$ cat config.mk
export PLATFORM = sky130hd
export DESIGN_NAME = div_ctrl_flat
export DESIGN_NICKNAME = d
export VERILOG_FILES = /design/src/rtl/div_ctrl_pkg.sv /design/src/rtl/div_ctrl_if.sv /design/src/rtl/div_step.sv /design/src/rtl/div_ctrl.sv /design/src/flat_wrapper.sv
export SDC_FILE = /design/constraint.sdc
export NUM_CORES = 1
export LEC_CHECK = 0
export CORE_MARGIN = 1
export CORE_UTILIZATION = 40
export CTS_BUF_LIST = sky130_fd_sc_hd__clkbuf_4
export CTS_CLUSTER_SIZE = 8
export DETAILED_ROUTE_END_ITERATION = 12
export DONT_BUFFER_PORTS = 1
export SYNTH_ARGS = -nofsm -noshare
export SYNTH_HDL_FRONTEND = slang
export SYNTH_SLANG_ARGS = --single-unit
$ cat constraint.sdc
create_clock -name clk -period 5 [get_ports clk]
set_input_delay 1.25 -clock clk [delete_from_list [all_inputs] [get_ports clk]]
set_output_delay 1.25 -clock clk [all_outputs]
set_load 0.02 [all_outputs]
$ cat src/rtl/div_ctrl_pkg.sv
// Shared definitions for the RV32M divide unit.
// Contents:
//   DIV_DATA_WIDTH / DIV_CNT_WIDTH  default operand and counter widths
//   div_op_e                        DIV/DIVU/REM/REMU encoding; the decoder uses the same values
//   div_state_e                     controller states
//   is_signed_op / is_rem_op        helpers that decode an op
package div_ctrl_pkg;

  localparam int DIV_DATA_WIDTH = 32;
  localparam int DIV_CNT_WIDTH  = 5;

  typedef enum logic [1:0] {
    DIV_OP_DIV  = 2'b00,
    DIV_OP_DIVU = 2'b01,
    DIV_OP_REM  = 2'b10,
    DIV_OP_REMU = 2'b11
  } div_op_e;

  typedef enum logic [1:0] {
    DIV_STATE_IDLE = 2'b00,
    DIV_STATE_CALC = 2'b01,
    DIV_STATE_DONE = 2'b10
  } div_state_e;

  function automatic logic is_signed_op(input div_op_e op);
    return (op == DIV_OP_DIV) || (op == DIV_OP_REM);
  endfunction

  function automatic logic is_rem_op(input div_op_e op);
    return (op == DIV_OP_REM) || (op == DIV_OP_REMU);
  endfunction

endpackage

$ cat src/rtl/div_ctrl_if.sv
// Request/response bundle between EX and the divide unit.
// Signals:
//   div_req_i, div_op_i, dividend_i, divisor_i, flush_i   EX -> divider
//   div_busy_o, div_stall_o, div_valid_o, div_result_o    divider -> EX/writeback
// Modports: master (EX side), slave (divider side).
interface div_ctrl_if #(
  parameter int DATA_WIDTH = 32
);
  logic                  div_req_i;
  logic [1:0]            div_op_i;
  logic [DATA_WIDTH-1:0] dividend_i;
  logic [DATA_WIDTH-1:0] divisor_i;
  logic                  flush_i;
  logic                  div_busy_o;
  logic                  div_stall_o;
  logic                  div_valid_o;
  logic [DATA_WIDTH-1:0] div_result_o;

  modport master (
    output div_req_i, div_op_i, dividend_i, divisor_i, flush_i,
    input  div_busy_o, div_stall_o, div_valid_o, div_result_o
  );

  modport slave (
    input  div_req_i, div_op_i, dividend_i, divisor_i, flush_i,
    output div_busy_o, div_stall_o, div_valid_o, div_result_o
  );
endinterface

$ cat src/rtl/div_step.sv
// One combinational radix-2 restoring division step.
// Ports:
//   rem, quo, divisor    current partial remainder, quotient/dividend shift reg, divisor
//   rem_next, quo_next   values after shifting {rem,quo} left and trial-subtracting divisor
module div_step #(
  parameter int DATA_WIDTH = 32
) (
  input  logic [DATA_WIDTH-1:0] rem,
  input  logic [DATA_WIDTH-1:0] quo,
  input  logic [DATA_WIDTH-1:0] divisor,
  output logic [DATA_WIDTH-1:0] rem_next,
  output logic [DATA_WIDTH-1:0] quo_next
);
  // One extra bit: the shifted remainder can reach 2*divisor-1.
  logic [DATA_WIDTH:0] rem_sh;
  logic [DATA_WIDTH:0] diff;

  always_comb begin
    rem_sh = {rem, quo[DATA_WIDTH-1]};
    diff   = rem_sh - {1'b0, divisor};
    if (!diff[DATA_WIDTH]) begin
      rem_next = diff[DATA_WIDTH-1:0];
      quo_next = {quo[DATA_WIDTH-2:0], 1'b1};
    end else begin
      rem_next = rem_sh[DATA_WIDTH-1:0];
      quo_next = {quo[DATA_WIDTH-2:0], 1'b0};
    end
  end
endmodule

$ cat src/rtl/div_ctrl.sv
// Multi-cycle RV32M DIV/DIVU/REM/REMU unit for the EX stage.
// Ports:
//   clk   system clock, rising edge
//   rst   asynchronous active-high reset
//   bus   div_ctrl_if.slave: request/op/operands/flush in; busy/stall/valid/result out
// Runs 32 restoring steps on magnitudes, then sign-corrects. Divide-by-zero and
// signed overflow skip iteration and produce their result one cycle after acceptance.
module div_ctrl
  import div_ctrl_pkg::*;
#(
  parameter int DATA_WIDTH = DIV_DATA_WIDTH,
  parameter int CNT_WIDTH  = DIV_CNT_WIDTH
) (
  input logic clk,
  input logic rst,
  div_ctrl_if.slave bus
);

  div_state_e            state;
  logic [CNT_WIDTH-1:0]  cnt;
  logic                  rem_sel_q;
  logic                  q_neg_q;
  logic                  r_neg_q;
  logic [DATA_WIDTH-1:0] div_q;
  logic [DATA_WIDTH-1:0] rem_q;
  logic [DATA_WIDTH-1:0] quo_q;
  logic                  valid_q;
  logic [DATA_WIDTH-1:0] result_q;

  div_op_e               op_in;
  logic                  sgn_in;
  logic                  a_neg;
  logic                  b_neg;
  logic [DATA_WIDTH-1:0] a_abs;
  logic [DATA_WIDTH-1:0] b_abs;
  logic                  div_zero;
  logic                  overflow;
  logic [DATA_WIDTH-1:0] rem_next;
  logic [DATA_WIDTH-1:0] quo_next;
  logic [DATA_WIDTH-1:0] final_res;

  always_comb begin
    op_in    = div_op_e'(bus.div_op_i);
    sgn_in   = is_signed_op(op_in);
    a_neg    = sgn_in & bus.dividend_i[DATA_WIDTH-1];
    b_neg    = sgn_in & bus.divisor_i[DATA_WIDTH-1];
    a_abs    = a_neg ? ('0 - bus.dividend_i) : bus.dividend_i;
    b_abs    = b_neg ? ('0 - bus.divisor_i) : bus.divisor_i;
    div_zero = (bus.divisor_i == '0);
    overflow = sgn_in && (bus.dividend_i == {1'b1, {(DATA_WIDTH-1){1'b0}}})
                      && (bus.divisor_i == '1);
  end

  div_step #(.DATA_WIDTH(DATA_WIDTH)) u_step (
    .rem      (rem_q),
    .quo      (quo_q),
    .divisor  (div_q),
    .rem_next (rem_next),
    .quo_next (quo_next)
  );

  // Sign fix-up applied to the outcome of the final step so the result is
  // registered on the same edge that enters DONE.
  always_comb begin
    if (rem_sel_q) final_res = r_neg_q ? ('0 - rem_next) : rem_next;
    else           final_res = q_neg_q ? ('0 - quo_next) : quo_next;
  end

  always_ff @(posedge clk or posedge rst) begin
    if (rst) begin
      state     <= DIV_STATE_IDLE;
      cnt       <= '0;
      rem_sel_q <= 1'b0;
      q_neg_q   <= 1'b0;
      r_neg_q   <= 1'b0;
      div_q     <= '0;
      rem_q     <= '0;
      quo_q     <= '0;
      valid_q   <= 1'b0;
      result_q  <= '0;
    end else if (bus.flush_i) begin
      state    <= DIV_STATE_IDLE;
      cnt      <= '0;
      valid_q  <= 1'b0;
      result_q <= '0;
    end else begin
      case (state)
        DIV_STATE_IDLE: begin
          valid_q  <= 1'b0;
          result_q <= '0;
          if (bus.div_req_i) begin
            rem_sel_q <= is_rem_op(op_in);
            cnt       <= '0;
            if (div_zero) begin
              result_q <= is_rem_op(op_in) ? bus.dividend_i : '1;
              valid_q  <= 1'b1;
              state    <= DIV_STATE_DONE;
            end else if (overflow) begin
              result_q <= is_rem_op(op_in) ? '0 : {1'b1, {(DATA_WIDTH-1){1'b0}}};
              valid_q  <= 1'b1;
              state    <= DIV_STATE_DONE;
            end else begin
              rem_q   <= '0;
              quo_q   <= a_abs;
              div_q   <= b_abs;
              q_neg_q <= a_neg ^ b_neg;
              r_neg_q <= a_neg;
              state   <= DIV_STATE_CALC;
            end
          end
        end
        DIV_STATE_CALC: begin
          rem_q <= rem_next;
          quo_q <= quo_next;
          cnt   <= cnt + CNT_WIDTH'(1);
          if (cnt == CNT_WIDTH'(DATA_WIDTH-1)) begin
            valid_q  <= 1'b1;
            result_q <= final_res;
            state    <= DIV_STATE_DONE;
          end
        end
        DIV_STATE_DONE: begin
          valid_q  <= 1'b0;
          result_q <= '0;
          state    <= DIV_STATE_IDLE;
        end
        default: begin
          valid_q  <= 1'b0;
          result_q <= '0;
          state    <= DIV_STATE_IDLE;
        end
      endcase
    end
  end

  assign bus.div_busy_o   = (state != DIV_STATE_IDLE);
  assign bus.div_stall_o  = ~bus.flush_i &
                            (((state == DIV_STATE_IDLE) & bus.div_req_i) |
                             (state == DIV_STATE_CALC));
  assign bus.div_valid_o  = valid_q & ~bus.flush_i;
  assign bus.div_result_o = result_q;

endmodule

$ cat src/flat_wrapper.sv
// flat-port wrapper written by rule: the top's interface ports become plain ports
module div_ctrl_flat import div_ctrl_pkg::*;
#(
  parameter int DATA_WIDTH = DIV_DATA_WIDTH,
  parameter int CNT_WIDTH  = DIV_CNT_WIDTH
)
  (clk, rst, bus_div_req_i, bus_div_op_i, bus_dividend_i, bus_divisor_i, bus_flush_i, bus_div_busy_o, bus_div_stall_o, bus_div_valid_o, bus_div_result_o);
  div_ctrl_if #(.DATA_WIDTH(DATA_WIDTH)) bus_i ();
  input logic clk;
  input logic rst;
  input wire logic [$bits(bus_i.div_req_i)-1:0] bus_div_req_i;
  input wire logic [$bits(bus_i.div_op_i)-1:0] bus_div_op_i;
  input wire logic [$bits(bus_i.dividend_i)-1:0] bus_dividend_i;
  input wire logic [$bits(bus_i.divisor_i)-1:0] bus_divisor_i;
  input wire logic [$bits(bus_i.flush_i)-1:0] bus_flush_i;
  output wire logic [$bits(bus_i.div_busy_o)-1:0] bus_div_busy_o;
  output wire logic [$bits(bus_i.div_stall_o)-1:0] bus_div_stall_o;
  output wire logic [$bits(bus_i.div_valid_o)-1:0] bus_div_valid_o;
  output wire logic [$bits(bus_i.div_result_o)-1:0] bus_div_result_o;
  assign bus_i.div_req_i = bus_div_req_i;
  assign bus_i.div_op_i = bus_div_op_i;
  assign bus_i.dividend_i = bus_dividend_i;
  assign bus_i.divisor_i = bus_divisor_i;
  assign bus_i.flush_i = bus_flush_i;
  assign bus_div_busy_o = bus_i.div_busy_o;
  assign bus_div_stall_o = bus_i.div_stall_o;
  assign bus_div_valid_o = bus_i.div_valid_o;
  assign bus_div_result_o = bus_i.div_result_o;
  div_ctrl #(.DATA_WIDTH(DATA_WIDTH), .CNT_WIDTH(CNT_WIDTH)) u_core (.clk(clk), .rst(rst), .bus(bus_i));
endmodule
# After elaboration in Yosys (flattened, before gate mapping)

Index checks and enable logic that the tools add are counted.

Flip-flop bits (word level): 139
Output and inout port bits: 35
Logic and storage cells: 90

Add/subtract/negate cells: 6
Eq/ne operators: 11
Muxes and demuxes: 38
Bitwise logic cells: 10
Reductions and logical operators: 15

Operators by type and width:

| cell                    | number |
|---|---|
| $mux W32                | 19 |
| $pmux W32 S2            | 3 |
| $sub A1 B32 Y32 const A | 4 |
| $eq A32 B32 Y1 const B  | 2 |
| $sub A33 B32 Y33        | 1 |
| $logic_not A32 Y1       | 1 |
| $mux W2                 | 5 |
| $mux W5                 | 2 |
| $pmux W5 S2             | 1 |
| $reduce_and A5 Y1       | 2 |
| $mux W1                 | 6 |
| $ne A2 B2 Y1 const B    | 3 |
| $add A5 B1 Y5 const B   | 1 |
| $and A1 B1 Y1           | 5 |
| $eq A5 B5 Y1 const B    | 1 |
| $eq A2 B2 Y1 const B    | 2 |
| $logic_not A2 Y1        | 2 |
| $pmux W2 S2             | 1 |
| $reduce_and A2 Y1       | 2 |
| $reduce_bool A2 Y1      | 2 |
| $ne A3 B2 Y1 const B    | 1 |
| $ne A3 B3 Y1 const B    | 1 |
| $not A1 Y1              | 3 |
| $reduce_and A3 Y1       | 1 |
| 7 further kinds         | 9 |

# Depth between registers and ports, before layout

Gate-level depths: netlist of run 1.

Depth in word-level cells: 9
Depth in mapped cells: 23
Depth with buffers taken out: 19

# Cells and area by module

From an unflattened synthesis of run 1, not the netlist that was laid out.

Cell total of the unflattened synthesis: 1321
Area, all modules: 11907.7 µm²

By module, submodules not included:

| module   | instances | cells an instance | area an instance (µm²) | sequential area each (µm²) |
|---|---|---|---|---|
| div_ctrl | 1         | 985               | 9308.9                 | 3478.3 |
| div_step | 1         | 336               | 2598.7                 | 0.0 |

# Worst setup path before layout of run 1

OpenSTA, ideal clock, no wires.

Kind: reg2reg
Start: reg u_core.quo_q[31]
End: reg u_core.result_q[28], in the netlist u_core.bus.div_result_o[28]
Library setup time: 66 ps
Arrival time: 4753 ps
Data required time: 4934 ps
Setup slack: 181 ps
Stages on the path, launching flop included: 24
Path buffers: 4
Clock period less this slack: 4819 ps
Cells stage by stage: dfrtp_1 inv_1 ha_1 fa_1 nand2b_1 a21oi_2 o211ai_2 a211oi_4 o22ai_2 xnor2_4 inv_2 buf_6 buf_2 buf_2 ha_1 nand4b_1 or4_1 clkbuf_1 o21ai_0 xnor2_1 nor2_1 a311o_1 nor4_1 a221o_1

Word-level cells in the longest chain between the ends: 8
Elaborated cells between the ends (all ways): 11
Those cells by class: 3 x add/sub; 8 x mux

Ends and longest elaborated chain:

| what                                       | line                           | text |
|---|---|---|
| start, declared                            | div_ctrl.sv:26                 | `logic [DATA_WIDTH-1:0] quo_q;` |
| start signal, assigned                     | div_ctrl.sv:104                | `quo_q <= a_abs;` |
| start signal, assigned                     | div_ctrl.sv:114                | `quo_q <= quo_next;` |
| $sub A33 B32 Y33                           | div_step.sv:20                 | `diff = rem_sh - {1'b0, divisor};` |
| $mux W1 / $mux W32 (equally long branches) | div_step.sv:21                 | `if (!diff[DATA_WIDTH]) begin` |
| $sub A1 B32 Y32 (on tied branches)         | div_ctrl.sv:66, div_ctrl.sv:65 |  |
| $mux W32 (on tied branches)                | div_ctrl.sv:66, div_ctrl.sv:65 |  |
| $mux W32 (*)                               | div_ctrl.sv:65                 | `if (rem_sel_q) final_res = r_neg_q ? ('0 - rem_next) : rem_next;` |
| $mux W32 (*)                               | div_ctrl.sv:116                | `if (cnt == CNT_WIDTH'(DATA_WIDTH-1)) begin` |
| $pmux W32 S2 (*)                           | div_ctrl.sv:87                 | `case (state)` |
| $mux W32 (*)                               | div_ctrl.sv:81                 | `end else if (bus.flush_i) begin` |
| end signal, assigned                       | div_ctrl.sv:95                 | `result_q <= is_rem_op(op_in) ? bus.dividend_i : '1;` |
| end signal, assigned                       | div_ctrl.sv:99                 | `result_q <= is_rem_op(op_in) ? '0 : {1'b1, {(DATA_WIDTH-1){1'b0}}};` |
| end signal, assigned                       | div_ctrl.sv:118                | `result_q <= final_res;` |
| end, declared                              | div_ctrl.sv:28                 | `logic [DATA_WIDTH-1:0] result_q;` |

Mark *: on every way between the ends. The rest lies on a longest branch, timed or not. The select of a mux whose other input is x is not followed.
A chain may end at the register's enable or synchronous reset.

# Worst setup path in the final report of run 1

Same ends and word-level chain as after synthesis.

==> metrics.yaml, run 1 <==
run_status:
  status: "finished clean"
synth:
  synthTopCellsByCount: "223 x nand2_1, 193 x o21ai_0, 145 x nor2_1, 139 x dfrtp_1, 128 x a21oi_1"
  netlist_instances: 1598
  seq_area_frac_synth_pct: 28.73
  synth_top_area_cell: "dfrtp_1"
  synth_enable_flop_cells: 0
  synth.net_count: 1708
  avgSynthCellArea_um2: 7.575
  synthArstFlopShare_pct: 100.0
  yosysMostFrequentCell: "nand2_1"
  yosysWarnings: 0
  mappedNetlistArea_um2: 12110
  synthFlopType: "dfrtp_1"
  yosysTopAreaCellShare_pct: 28.73
  ys_ff_latch: 139
  yosysUniqueCellTypes: 87
  synth_area_leaders: "dfrtp_1 29%, o21ai_0 8.0%, nand2_1 6.9%"
sta:
  skew_ns: 0.03212
  min_period_ns: 4.698
  hold_ws_ns: 0.4983
  post-route-period-util_pct: 93.96
  setup_viol: 0
  maxSlewHeadroom_pct: 25.83
  hold_viol: 0
  slew_viol_final: 0
  fin_tns_setup_ns: 0
  rsz0062_at_grt: "no"
  setup_ws_ns: 0.3021
  worst_pin_slew_ns: 1.113
  max_freq_ghz: 0.2129
clock_tree:
  cts_inserted_buffers: 17
  cts_hold_buf: 0
  clkTransAtPathRegs_ns: 0.15
  clkLatencyLatePin_ns: 0.60
  htreeDepth: 4
  clk_path_buf_depth: 2
  tritoncts: "built"
  root_buffer: "clkbuf_4"
  cts.sinks: 139
drt:
  drtIter0Drc: 1366
  drc: 0
  wl_per_cell_um: 21.93
  wl_met3_um: 3089
  wl_met2_um: 19490
  viasPerCell: 6.219
  routed_wl_um: 43500
  vias: 12338
  highest_layer: "met4"
  ant_nets: 0
  wl_met1_um: 19990
  dr.pass1.iters: 7
floorplan:
  rows: 63
  fp.dieW_um: 176.0
  io_pins: 105
  die_y_um: 176.0
  die-area_um2: 30960
  initial_core_util_pct: 40.74
  coreArea_um2: 29720
job:
  maxCapViolCount: 0
placed_design:
  dp.cells: 1948
  dpl_worst_slack_ns: 0.2741
  gp_congestion: 0.9411
  dp_hpwl_um: 33020
  port_buffers: 0
critical_path:
  path_class: "register to register"
  crit_chain: "inv_1 -> ha_1 -> fa_1 -> nand2b_1 -> a21oi_2 -> o211ai_2 -> a211oi_4 -> o22ai_2 -> xnor2_4 -> inv_2 -> ha_1 -> nand4b_1 -> or4_1 -> o21ai_1 -> xnor2_1 -> nor2_1 -> a311o_1 -> nor4_2 -> a221o_1"
  regToRegEndpoint: "u_core.bus.div_result_o[28]$_DFFE_PP0P_"
  worstPathRequired_ns: 5.54
  crit_fanout: 14
  r2r_cells: 19
  rr_startpoint: "u_core.quo_q[31]$_DFFE_PP0P_"
  reg2reg_slack_ns: 0.30
  crit_path_end_kind: "register"
  crit_top_cell: "ha_1"
  cp-start-kind: "register"
  arrival_ns: 5.24
  cpMaxStageDelayCell: "or4_1"
  crit_path_max_incr_delay_ns: 0.51
global_route:
  overflow: 0
  grt_pass1_vias: 11270
  groute.usage.overall_pct: 28.19
  grt_pass1_wl_um: 67280
  grt_max_degree: 80
  antenna_found_initial: 1
finish:
  drive_above_1_share_pct: 8.475
  multi_input_area_um2: 8023
  finalNonFillerCells: 1984
  nFillCells: 3041
  seq_area_um2: 3478
  synthToLayoutAreaGrowth_pct: 6.739
  layout.nets: 1690
power_and_ir_drop:
  vdd_drop_max_v: 0.0001328
  power_density_nw_per_um2: 328.8
  p_leak_nw: 5.278
min_path:
  min_path_cells: 1
  hold_end: "u_core.valid_q$_DFFE_PP0P_"
  hp-start: "u_core.valid_q$_DFFE_PP0P_"
  hp-class: "register to register"
## layer usage
layer  vias up  track usage, %
li1       5734               -
met1      5994           40.65
met2       549           43.45
met3        61           4.307
met4         0           7.754
met5         -               0
## worst max path at each step
stage	from	endpoint	depth (start not counted)
after global routing	u_core.quo_q[31]$_DFFE_PP0P_	u_core.bus.div_result_o[28]$_DFFE_PP0P_	19
after detailed placement	u_core.quo_q[31]$_DFFE_PP0P_	u_core.bus.div_result_o[28]$_DFFE_PP0P_	19
final	u_core.quo_q[31]$_DFFE_PP0P_	u_core.bus.div_result_o[28]$_DFFE_PP0P_	19
after CTS	u_core.quo_q[31]$_DFFE_PP0P_	u_core.bus.div_result_o[28]$_DFFE_PP0P_	19
after global placement	bus_dividend_i[19]	u_core.quo_q[18]$_DFFE_PP0P_	10
after floorplan	rst	u_core.bus.div_result_o[0]$_DFFE_PP0P_	1
## metrics by stage
stage               total power [mW]  cell area, um2  util, %
floorplan                      2.843           12110        -
global placement               3.399           12610    42.42
detailed placement             3.418           12610    42.42
CTS                            4.213           12890    43.38
global route                   4.518           12920    43.48
finish                         4.249           12920    43.48
## final cells by class
| cell class | count | share of cell area (%) |
|---|---|---|
| Antenna cell | 1 | 0.01937 |
| Clock buffer | 17 | 0.9877 |
| Clock inverter | 15 | 1.201 |
| Inverter | 61 | 1.811 |
| Multi-Input combinational cell | 1311 | 62.09 |
| Sequential cell | 139 | 26.92 |
| Tap cell | 390 | 3.777 |
| Timing Repair Buffer | 50 | 3.196 |
## critical path, delay by kind of cell (launching register included)
kind | cells | cell delay (ns)
fa+ha+maj | 3 | 0.83
compound gates | 7 | 1.56
flops | 1 | 0.38
buf+inv | 2 | 0.18
xor+xnor | 2 | 0.37
simple gates | 5 | 1.30
## power by group
part | internal, mW | leakage, nW | switching [mW] | total [mW]
Combinational | 0.693 | 3.30 | 1.22 | 1.91
Sequential | 1.30 | 1.83 | 0.237 | 1.54
Clock | 0.266 | 0.149 | 0.538 | 0.804
Total | 2.26 | 5.28 | 1.99 | 4.25
## cell families (layout without fill, tap and decap cells)
logic type                 after synthesis  count (layout)  share of synthesized area (%)
and+or+nand+nor                        603             603                          23.78
AOI/OAI and AO/OA                      518             518                          26.65
buffers and inverters                  148             143                          5.189
DFF                                    139             139                          28.73
xor gates and xnor gates               117             117                          8.620
adders and majority gates               40              40                          4.196
muxes                                   33              33                          2.832
other                                    0               1                              0
## repair_timing
item,4_1_cts,5_1_grt
setup buffers,0,3
endpoints found under the setup margin,0,1
hold endpoints to repair,0,0
resized for setup,0,2
## layout by cell type, fill, tap and decap left out, types with 6 or more instances in the layout
cell type and n:
nor2_1 144, mux2_2 10, xor2_1 62, nand4_1 18, or3_1 24, nand2b_1 15
a211oi_1 6, nand3_1 24, inv_1 57, and3_1 9, o211ai_1 39, xnor2_1 54
buf_4 47, nor3_1 43, clkbuf_4 17, o21ai_0 192, nand2_1 223, o21a_1 8
a21o_1 10, o21ai_1 7, dfrtp_1 139, a22oi_1 11, a21oi_1 128, or2_2 11
mux2i_1 23, and2_1 16, ha_1 39, a31oi_1 6, nor4_1 19, o31ai_1 25
or4_1 19, o41ai_1 15
## flip-flops by register name, indices dropped and copies added, names as in the netlist
signal                   cells
u_core.r_neg_q               1
u_core.state                 2
u_core.bus.div_result_o     32
u_core.valid_q               1
u_core.quo_q                32
u_core.div_q                32
u_core.rem_sel_q             1
u_core.q_neg_q               1
u_core.rem_q                32
u_core.cnt                   5
Note: power is estimated with default switching activity, not from simulation.
==> run 2, diff against run 1 <==
CELL_PAD_IN_SITES_DETAIL_PLACEMENT = 0   (was unset)
CELL_PAD_IN_SITES_GLOBAL_PLACEMENT = 2   (was unset)
CORE_UTILIZATION = 35   (was 40)
CTS_BUF_LIST = unset   (was sky130_fd_sc_hd__clkbuf_4)
PLACE_DENSITY_LB_ADDON = 0.1   (was unset)
==> run 2 against run 1 <==
Effect of this change:
- sequential power barely moved
- first-iteration DRC count fell by 22%
- die area rose by 14%
- wire length rose by 9.1%
- worst hold slack got worse by 0.031 ns
- largest power group unchanged
==> metrics.yaml, run 2 (synthesized netlist as in run 1, its figures left out) <==
finish:
  final_common_cell: "nand2_1"  # unchanged
  final_cell_mix: "223 x nand2_1, 193 x o21ai_0, 144 x nor2_1"  # was 223 x nand2_1, 192 x o21ai_0, 144 x nor2_1
  design_area_um2: 13400  # was 12920 um2
  synthToLayoutAreaGrowth_pct: 10.70  # was 6.739%
  drive_above_1_share_pct: 8.869  # was 8.475%
  nFillCells: 3553  # was 3041
  layout.nets: 1698  # was 1690
  num_antenna_cells: 0  # was 1
  seq_area_um2: 3478  # unchanged
  multi_input_area_um2: 8016  # was 8023 um2
clock_tree:
  root_buffer: "clkbuf_16"  # was clkbuf_4
  cts_hold_buf: 0  # unchanged
  clkLatencyLatePin_ns: 0.45  # was 0.60 ns
  clkTransAtPathRegs_ns: 0.07  # was 0.15 ns
  tritoncts: "built"  # unchanged
  htreeDepth: 4  # unchanged
  cts_resized: 0  # unchanged
  cts_inserted_buffers: 17  # unchanged
  cts.sinks: 139  # unchanged
  clk_path_buf_depth: 2  # unchanged
  postCtsSetupBuffers: 0  # unchanged
sta:
  worst_pin_slew_ns: 1.105  # was 1.113 ns
  maxSlewHeadroom_pct: 26.21  # was 25.83%
  hold_viol: 0  # unchanged
  min_period_ns: 4.686  # was 4.698 ns
  post-route-period-util_pct: 93.71  # was 93.96%
  slew_viol_final: 0  # unchanged
  rsz0062_at_grt: "no"  # unchanged
  fin_tns_setup_ns: 0  # unchanged
  setup_viol: 0  # unchanged
  hold_ws_ns: 0.4669  # was 0.4983 ns
  skew_ns: 0.01929  # was 0.03212 ns
  max_freq_ghz: 0.2134  # was 0.2129 GHz
critical_path:
  crit_fanout: 63  # was 14
  reg2reg_slack_ns: 0.31  # was 0.30 ns
  path_class: "register to register"  # unchanged
  crit_path_end_kind: "register"  # unchanged
  arrival_ns: 5.02  # was 5.24 ns
  worstPathRequired_ns: 5.34  # was 5.54 ns
  regToRegEndpoint: "u_core.bus.div_result_o[14]$_DFFE_PP0P_"  # was u_core.bus.div_result_o[28]$_DFFE_PP0P_
  cp-startpoint: "u_core.quo_q[31]$_DFFE_PP0P_"  # unchanged
  r2r_cells: 19  # unchanged
  cp-start-kind: "register"  # unchanged
  rr_startpoint: "u_core.quo_q[31]$_DFFE_PP0P_"  # unchanged
placed_design:
  gp_congestion: 0.8753  # was 0.9411
  port_buffers: 0  # unchanged
  dp_hpwl_um: 36810  # was 33020 um
  post_dp_cell_area_um2: 12750  # was 12610 um2
global_route:
  grt_pass1_vias: 11440  # was 11270
  grt_max_degree: 78  # was 80
  antenna_found_initial: 1  # unchanged
  grt_pass1_wl_um: 72880  # was 67280 um
  groute.usage.overall_pct: 27.33  # was 28.19%
  overflow: 0  # unchanged
min_path:
  hold_end: "u_core.valid_q$_DFFE_PP0P_"  # unchanged
  hp-class: "register to register"  # unchanged
  hp-start: "u_core.valid_q$_DFFE_PP0P_"  # unchanged
  min_path_cells: 1  # unchanged
drt:
  dr.pass1.iters: 5  # was 7
  wl_met1_um: 23640  # was 19990 um
  viasPerCell: 5.796  # was 6.219
  drtIter0Drc: 1062  # was 1366
  wl_met2_um: 20700  # was 19490 um
  wl_per_cell_um: 23.16  # was 21.93 um
  wl_met3_um: 2773  # was 3089 um
  vias: 11875  # was 12338
  drc: 0  # unchanged
  routed_wl_um: 47450  # was 43500 um
  highest_layer: "met4"  # unchanged
  ant_nets: 0  # unchanged
power_and_ir_drop:
  total_power_mw: 4.939  # was 4.249 mW
  sw_frac_of_total_pct: 41.10  # was 46.85%
  seqPwrFrac_pct: 31.3  # was 36.1%
  p_leak_nw: 5.476  # was 5.278 nW
  p_comb_share_pct: 39.2  # was 44.9%
  vdd_drop_max_v: 0.0002422  # was 0.0001328 V
  p_sw_mw: 2.030  # was 1.991 mW
  power_density_nw_per_um2: 368.6  # was 328.8 nW/um2
  pwr-share-clk_pct: 29.5  # was 18.9%
  p_int_mw: 2.909  # was 2.258 mW
floorplan:
  coreArea_um2: 33780  # was 29720 um2
  fp.dieW_um: 188.0  # was 176.0 um
  die_y_um: 188.0  # was 176.0 um
  initial_core_util_pct: 35.83  # was 40.74%
  rows: 67  # was 63
  io_pins: 105  # unchanged
  die-area_um2: 35330  # was 30960 um2
run_status:
  status: "finished clean"  # unchanged
job:
  maxCapViolCount: 0  # unchanged
[run 2: changes by cell type in the layout (fill, tap and decap cells not counted), sizes merged]
| cell | previous run | this run |
|---|---|---|
| diode | 1 | 0 |
| bufinv | 1 | 5 |
| clkbuf | 17 | 20 |
| buf | 50 | 58 |
| clkinv | 5 | 6 |
| inv | 68 | 60 |
[run 2: per-layer routing]
metal / global-route usage (%) / vias up
met3: 5.615 / 25
met4: 4.409 / 0
met2: 40.75 / 334
li1: - / 5758
met5: 0 / -
met1: 40.72 / 5758
[run 2: worst max path at each step]
stage	to	slack (ns)	depth (start not counted)
4_1_cts	u_core.bus.div_result_o[14]$_DFFE_PP0P_	0.36	19
2_1_floorplan	u_core.bus.div_result_o[0]$_DFFE_PP0P_	0.03	1
5_1_grt	u_core.bus.div_result_o[14]$_DFFE_PP0P_	0.09	19
6_report	u_core.bus.div_result_o[14]$_DFFE_PP0P_	0.31	19
3_5_place_dp	u_core.bus.div_result_o[14]$_DFFE_PP0P_	0.36	19
3_3_place_gp	u_core.bus.div_result_o[14]$_DFFE_PP0P_	0.43	19
[run 2: final cells by class]
cell class,count,area share [%]
Clock buffer,20,3.408
Clock inverter,12,1.447
Inverter,61,1.746
Multi-Input combinational cell,1311,59.82
Sequential cell,139,25.96
Tap cell,448,4.183
Timing Repair Buffer,58,3.436
[run 2: metrics by stage]
step | util [%] | setup slack [ns] | instances
after floorplan | - | 0.02548 | 1598
after global placement | 37.74 | 0.4304 | 2017
after detailed placement | 37.74 | 0.3646 | 2017
after CTS | 39.67 | 0.3601 | 2049
after global routing | 39.67 | 0.09355 | 2049
final | 39.67 | 0.3143 | 2049
[run 2: critical path, cell delays in order (launching register included)]
cell and delay, ns:
dfrtp_1 0.35, inv_1 0.04, ha_1 0.21, fa_1 0.38, nand2b_1 0.21, a21oi_2 0.22
o211ai_2 0.21, a211oi_4 0.31, o22ai_2 0.17, xnor2_4 0.21, buf_12 0.33, mux2_2 0.27
ha_1 0.21, nand2_1 0.09, or4_1 0.47, nor2_1 0.14, nor3_1 0.08, xor2_1 0.22
a211oi_1 0.13, a221o_1 0.28
[run 2: power by group through the flow]
stage | Sequential [mW] | Combinational (mW) | Clock, mW
2_1_floorplan | 1.46 | 1.38 | 0
3_3_place_gp | 1.56 | 1.91 | 0
3_5_place_dp | 1.56 | 1.91 | 0
4_1_cts | 1.54 | 1.92 | 1.49
5_1_grt | 1.57 | 2.15 | 1.53
6_report | 1.54 | 1.94 | 1.46
